===== config.mk =====
export PLATFORM = sky130hd
export DESIGN_NAME = calculator_top
export DESIGN_NICKNAME = d
export VERILOG_FILES = /design/src/rtl/calculator_top.sv
export SDC_FILE = /design/constraint.sdc
export NUM_CORES = 2
export LEC_CHECK = 0
export CAP_MARGIN = 10
export CORE_AREA = 2 2 291 293
export CTS_BUF_LIST = sky130_fd_sc_hd__clkbuf_4
export CTS_CLUSTER_SIZE = 20
export DETAILED_ROUTE_END_ITERATION = 10
export DIE_AREA = 0 0 293 295
export GPL_TIMING_DRIVEN = 1
export PLACE_DENSITY = 0.66
export SLEW_MARGIN = 20
export SYNTH_ARGS = -nofsm -noshare
export SYNTH_HDL_FRONTEND = slang
export SYNTH_SLANG_ARGS = --single-unit

===== constraint.sdc =====
create_clock -name clock -period 37.8 [get_ports clock]
set_input_delay 3.78 -clock clock [delete_from_list [all_inputs] [get_ports clock]]
set_output_delay 3.78 -clock clock [all_outputs]
set_load 0.02 [all_outputs]

===== src/rtl/calculator_top.sv =====
// calculator_top: 8-digit unsigned decimal calculator driven by 4-bit keypad
// commands. Supports add, subtract and shift-add multiply, and drives eight
// seven-segment digits plus a 2-bit status word.
module calculator_top #(
  parameter int NDIG = 8,
  parameter int W    = 27
) (
  input  logic                  clock,
  input  logic                  reset,
  input  logic [3:0]            cmd,
  output logic [NDIG-1:0][6:0]  displays,
  output logic [1:0]            status,
  output logic [2:0]            EA,
  output logic [2:0]            PE
);

  typedef enum logic [2:0] {
    OP1    = 3'd0,
    OP2    = 3'd1,
    CALC   = 3'd2,
    RESULT = 3'd3,
    ERROR  = 3'd4
  } stateE;

  typedef enum logic [1:0] {
    OP_ADD = 2'd0,
    OP_SUB = 2'd1,
    OP_MUL = 2'd2
  } opE;

  function automatic logic [63:0] pow10(input int n);
    logic [63:0] p;
    p = 64'd1;
    for (int i = 0; i < n; i++) p = p * 64'd10;
    return p;
  endfunction

  localparam int              CW       = $clog2(W);
  localparam logic [W-1:0]    LIMIT    = W'(pow10(NDIG - 1));
  localparam logic [2*W-1:0]  MAXW     = (2*W)'(pow10(NDIG) - 64'd1);
  localparam logic [W-1:0]    TEN      = W'(10);
  localparam logic [CW-1:0]   CNT_ONE  = CW'(1);
  localparam logic [CW-1:0]   CNT_LAST = CW'(W - 1);
  localparam logic [3:0]      CMD_NOP  = 4'hD;

  stateE            state_q, state_d;
  opE               op_q, op_d, cmdOp;
  logic [3:0]       prevCmd_q;
  logic [W-1:0]     op1_q, op1_d, op2_q, op2_d, result_q, result_d;
  logic [2*W-1:0]   acc_q, acc_d, mcand_q, mcand_d, accNext, sumWide;
  logic [W-1:0]     mplier_q, mplier_d;
  logic [CW-1:0]    cnt_q, cnt_d;
  logic             accept, isDigit, isOp, isEq, isBs;
  logic [W-1:0]     dispVal;
  logic [4*NDIG-1:0] bcd;

  // Append a decimal digit to a binary value: v*10 + d.
  function automatic logic [W-1:0] appendDigit(input logic [W-1:0] v, input logic [3:0] d);
    return (v << 3) + (v << 1) + {{(W-4){1'b0}}, d};
  endfunction

  // Double-dabble binary-to-BCD conversion, fully combinational.
  function automatic logic [4*NDIG-1:0] toBcd(input logic [W-1:0] v);
    logic [4*NDIG-1:0] b;
    b = '0;
    for (int i = W - 1; i >= 0; i--) begin
      for (int d = 0; d < NDIG; d++) begin
        if (b[4*d +: 4] >= 4'd5) b[4*d +: 4] = b[4*d +: 4] + 4'd3;
      end
      b = {b[4*NDIG-2:0], v[i]};
    end
    return b;
  endfunction

  function automatic logic [6:0] seg7(input logic [3:0] d);
    case (d)
      4'd0: return 7'b0111111;
      4'd1: return 7'b0000110;
      4'd2: return 7'b1011011;
      4'd3: return 7'b1001111;
      4'd4: return 7'b1100110;
      4'd5: return 7'b1101101;
      4'd6: return 7'b1111101;
      4'd7: return 7'b0000111;
      4'd8: return 7'b1111111;
      4'd9: return 7'b1101111;
      default: return 7'b0000000;
    endcase
  endfunction

  assign accept  = (cmd != prevCmd_q);
  assign isDigit = (cmd <= 4'd9);
  assign isOp    = (cmd == 4'hA) || (cmd == 4'hB) || (cmd == 4'hC);
  assign isEq    = (cmd == 4'hE);
  assign isBs    = (cmd == 4'hF);
  assign cmdOp   = (cmd == 4'hA) ? OP_ADD : ((cmd == 4'hB) ? OP_SUB : OP_MUL);

  assign EA = state_q;
  assign PE = state_d;

  // Next-state and datapath update, only acting on newly accepted commands.
  always_comb begin
    state_d  = state_q;
    op_d     = op_q;
    op1_d    = op1_q;
    op2_d    = op2_q;
    result_d = result_q;
    acc_d    = acc_q;
    mcand_d  = mcand_q;
    mplier_d = mplier_q;
    cnt_d    = cnt_q;
    sumWide  = {{W{1'b0}}, op1_q} + {{W{1'b0}}, op2_q};
    accNext  = mplier_q[0] ? (acc_q + mcand_q) : acc_q;
    case (state_q)
      OP1: begin
        if (accept) begin
          if (isDigit) begin
            if (op1_q < LIMIT) op1_d = appendDigit(op1_q, cmd);
          end else if (isBs) begin
            op1_d = op1_q / TEN;
          end else if (isOp) begin
            op_d    = cmdOp;
            op2_d   = '0;
            state_d = OP2;
          end
        end
      end
      OP2: begin
        if (accept) begin
          if (isDigit) begin
            if (op2_q < LIMIT) op2_d = appendDigit(op2_q, cmd);
          end else if (isBs) begin
            op2_d = op2_q / TEN;
          end else if (isOp) begin
            op_d = cmdOp;
          end else if (isEq) begin
            acc_d    = '0;
            mcand_d  = {{W{1'b0}}, op1_q};
            mplier_d = op2_q;
            cnt_d    = '0;
            state_d  = CALC;
          end
        end
      end
      CALC: begin
        case (op_q)
          OP_ADD: begin
            if (sumWide > MAXW) begin
              state_d = ERROR;
            end else begin
              result_d = sumWide[W-1:0];
              state_d  = RESULT;
            end
          end
          OP_SUB: begin
            if (op2_q > op1_q) begin
              state_d = ERROR;
            end else begin
              result_d = op1_q - op2_q;
              state_d  = RESULT;
            end
          end
          default: begin
            acc_d    = accNext;
            mcand_d  = mcand_q << 1;
            mplier_d = mplier_q >> 1;
            cnt_d    = cnt_q + CNT_ONE;
            if (cnt_q == CNT_LAST) begin
              if (accNext > MAXW) begin
                state_d = ERROR;
              end else begin
                result_d = accNext[W-1:0];
                state_d  = RESULT;
              end
            end
          end
        endcase
      end
      RESULT: begin
        if (accept) begin
          if (isDigit) begin
            op1_d   = {{(W-4){1'b0}}, cmd};
            state_d = OP1;
          end else if (isOp) begin
            op1_d   = result_q;
            op_d    = cmdOp;
            op2_d   = '0;
            state_d = OP2;
          end
        end
      end
      ERROR: begin
        if (accept && isDigit) begin
          op1_d   = {{(W-4){1'b0}}, cmd};
          state_d = OP1;
        end
      end
      default: state_d = OP1;
    endcase
  end

  // State and datapath registers with asynchronous active-low reset.
  always_ff @(posedge clock or negedge reset) begin
    if (!reset) begin
      state_q   <= OP1;
      op_q      <= OP_ADD;
      prevCmd_q <= CMD_NOP;
      op1_q     <= '0;
      op2_q     <= '0;
      result_q  <= '0;
      acc_q     <= '0;
      mcand_q   <= '0;
      mplier_q  <= '0;
      cnt_q     <= '0;
    end else begin
      state_q   <= state_d;
      op_q      <= op_d;
      prevCmd_q <= cmd;
      op1_q     <= op1_d;
      op2_q     <= op2_d;
      result_q  <= result_d;
      acc_q     <= acc_d;
      mcand_q   <= mcand_d;
      mplier_q  <= mplier_d;
      cnt_q     <= cnt_d;
    end
  end

  // Pick the value to show; CALC keeps showing op2, which it never modifies.
  always_comb begin
    case (state_q)
      OP1:          dispVal = op1_q;
      RESULT:       dispVal = result_q;
      default:      dispVal = op2_q;
    endcase
    bcd = toBcd(dispVal);
  end

  // Segment drive with leading-zero blanking, or a lone "E" on error.
  always_comb begin
    logic leading;
    leading  = 1'b1;
    displays = '0;
    if (state_q == ERROR) begin
      displays[0] = 7'b1111001;
    end else begin
      for (int d = NDIG - 1; d >= 0; d--) begin
        if (d != 0 && leading && bcd[4*d +: 4] == 4'd0) begin
          displays[d] = 7'b0000000;
        end else begin
          leading     = 1'b0;
          displays[d] = seg7(bcd[4*d +: 4]);
        end
      end
    end
  end

  // Status word decoded from the registered state.
  always_comb begin
    case (state_q)
      CALC:    status = 2'b01;
      RESULT:  status = 2'b10;
      ERROR:   status = 2'b11;
      default: status = 2'b00;
    endcase
  end

endmodule


==> reports/summary.txt <==
Core area: 83200 um^2
Tmin final: 35.48 ns
Die width: 293 um
Type of the tightest min-delay check: reg2reg
Status: complete, no violations
Critical Path Fanout Max: 24
Die height: 295 um
EDFF count, synth: 0
Synth Cell Area: 41300 um^2
Die area: 86400 um^2
Unique masters post-synth: 162
Post-synth net total: 5826
Clock Sinks: 230
Antenna violations before repair: 2
Max Cap Violations: 0
I/O pin count: 70
Clock Skew: 0.0521 ns
Critical Path Max Stage Delay: 0.59 ns
Synth Register Bits: 230
CP max stage cell: dfrtp_4
CP Class: reg2out
WL per Instance: 17.0 um
Share of layout cells above drive strength 1: 0.120
Clock Path Buffers: 3
Vias: 39800
Critical Path AT: 31.70 ns
Area Overhead vs Synth: 8.15%
Vias in the first global route: 36800
Largest net degree at the start of global routing: 113
Fin nets: 5849
Layout fillers: 7915
Relative slew slack: 0.276
Slew @ Worst Pin: 1.06 ns
Worst-Skew Late Latency: 0.81 ns
Site Rows: 106
Final instance area: 44700 um^2
Initial DRC Count: 2764
Root buf cell: clkbuf_4
Mapped Cells: 5356
DP Wirelength: 82.5 mm
Placed Area: 43000 um^2
Total gr overflow: 0
Synth Flop Type: dfrtp_1
CP startpoint kind: register
Final ANT Viol Nets: 0
GP Congestion: 0.899
Worst-path clk slew: 0.06 ns
DRT Wirelength: 111 mm
Detailed-router iteration count before antenna repair: 6
Async SR Flop Fraction: 1.00
Post-Syn Area per Cell: 7.72 um^2
Via density: 6.11
Setup Viol. Count Final: 0
Most common cell type on the critical path: ha_1
H-tree levels: 3
Max-slew violations: 0
Most frequent cells in the layout: 489 x nand2_1, 450 x ha_1, 366 x a21oi_1
Fmax: 28.2 MHz
Num CTS Buffers: 67
CTS hold repair buffers: 0
CTS tree: done
Port Buffers: 69
DRC viols: 0
Starting Density: 0.497
Yosys Warn Count: 0
Register area share after synthesis: 0.139
Final hold vios: 0
Overall Global Routing Usage: 0.246
Commonest non-fill, non-tap cell in the layout: nand2_1
Period utilization: 0.939
WP data required: 34.02 ns
First-pass GRT wire length: 181 mm
CP Capture Type: output pin
-- final timing paths --
| path | slack [ns] | startpoint | end | cells past startpoint |
|---|---|---|---|---|
| max | 2.32 | EA[0] | displays[27] | 160 |
| min | 0.48 | mplier_q[12] | mplier_q[12] | 2 |
| max reg2reg | 24.73 | op1_q[1] | op1_q[0] | 42 |
| min reg2reg | 0.48 | mplier_q[12] | mplier_q[12] | 2 |
| max in group asynchronous | 32.54 | reset | op1_q[21] | 3 |
| min in group asynchronous | 3.04 | reset | mcand_q[41] | 1 |
-- cell families after synthesis --
logic type	share of synthesized area
flops	0.139
simple gates	0.211
fa+ha+maj	0.145
compound gates	0.300
mux	0.0887
buf+inv	0.0566
xor+xnor	0.0594
-- synthesized netlist by cell type (59+ instances only) --
library cell	count	area, um^2
nand2_1	491	1840
ha_1	457	5720
a21oi_1	367	1840
inv_1	352	1320
nor2_1	349	1310
o21ai_0	282	1410
dfrtp_1	227	5680
xnor2_1	200	1750
mux2i_1	199	1990
clkbuf_1	172	646
nand3_1	154	771
nand2b_1	106	663
mux2_2	100	1130
o21bai_1	100	751
nor3_1	99	495
a21o_1	86	646
and2_1	76	475
o211ai_1	74	556
nor2b_1	72	450
a211oi_1	68	510
and3_1	59	369
-- worst max-delay path: cells and delay by family (launching register included) --
kind	cells	cell delay (ns)
XOR/XNOR	12	2.33
multiplexers	1	0.40
buffers and inverters	21	2.40
flip-flops	1	0.59
adder cells (fa/ha/maj)	24	5.36
AND/OR/NAND/NOR	67	12.15
AO/OA/AOI/OAI	35	7.67
-- registers in the layout, summed over array words and instances, names as in the netlist --
| register | cells |
|---|---|
| acc_q | 54 |
| mcand_q | 54 |
| mplier_q | 27 |
| op1_q | 27 |
| op2_q | 27 |
| result_q | 27 |
| cnt_q | 5 |
| prevCmd_q | 4 |
| EA | 3 |
| op_q | 2 |
-- what timing repair did --
action                                 4_1_cts  5_1_grt
gates cloned                                 0        0
endpoints found under the hold margin        0        0
setup endpoints to repair                   39       56
resized for setup                            7      121
pin swaps                                    2       27
setup buffers                                2       38
-- metrics by stage --
step / hold slack (ns) / worst slack, ns / utilization / instances / setup TNS, ns
floorplan: 0.447 / 4.42 / - / 5356 / 0
global placement: 0.459 / 1.22 / 0.517 / 6350 / 0
detailed placement: 0.463 / 0.274 / 0.517 / 6350 / 0
CTS: 0.479 / 0.0815 / 0.527 / 6464 / 0
global route: 0.494 / -0.0831 / 0.538 / 6504 / -0.127
finish: 0.476 / 2.32 / 0.538 / 6504 / 0
-- routing by layer --
layer	global-route usage	vias to the layer above	routed length [um]
li1	-	20000	-
met1	0.335	18800	52000
met2	0.416	879	51700
met3	0.0214	149	4720
met4	0.0685	0	2410
met5	0	-	0
-- final cells by class --
class	instances	area, um^2	share of cell area
Clock buffer	87	653	0.0146
Inverter	388	1460	0.0327
Timing Repair Buffer	164	1480	0.0330
Multi-Input combinational cell	4528	33900	0.757
Antenna cell	2	5.00	0.000112
Tap cell	1080	1350	0.0302
Clock inverter	25	134	0.00299
Sequential cell	230	5770	0.129
Power is not shown: default switching activity piles up to over one toggle a cycle in this logic, so the estimate is an artifact.
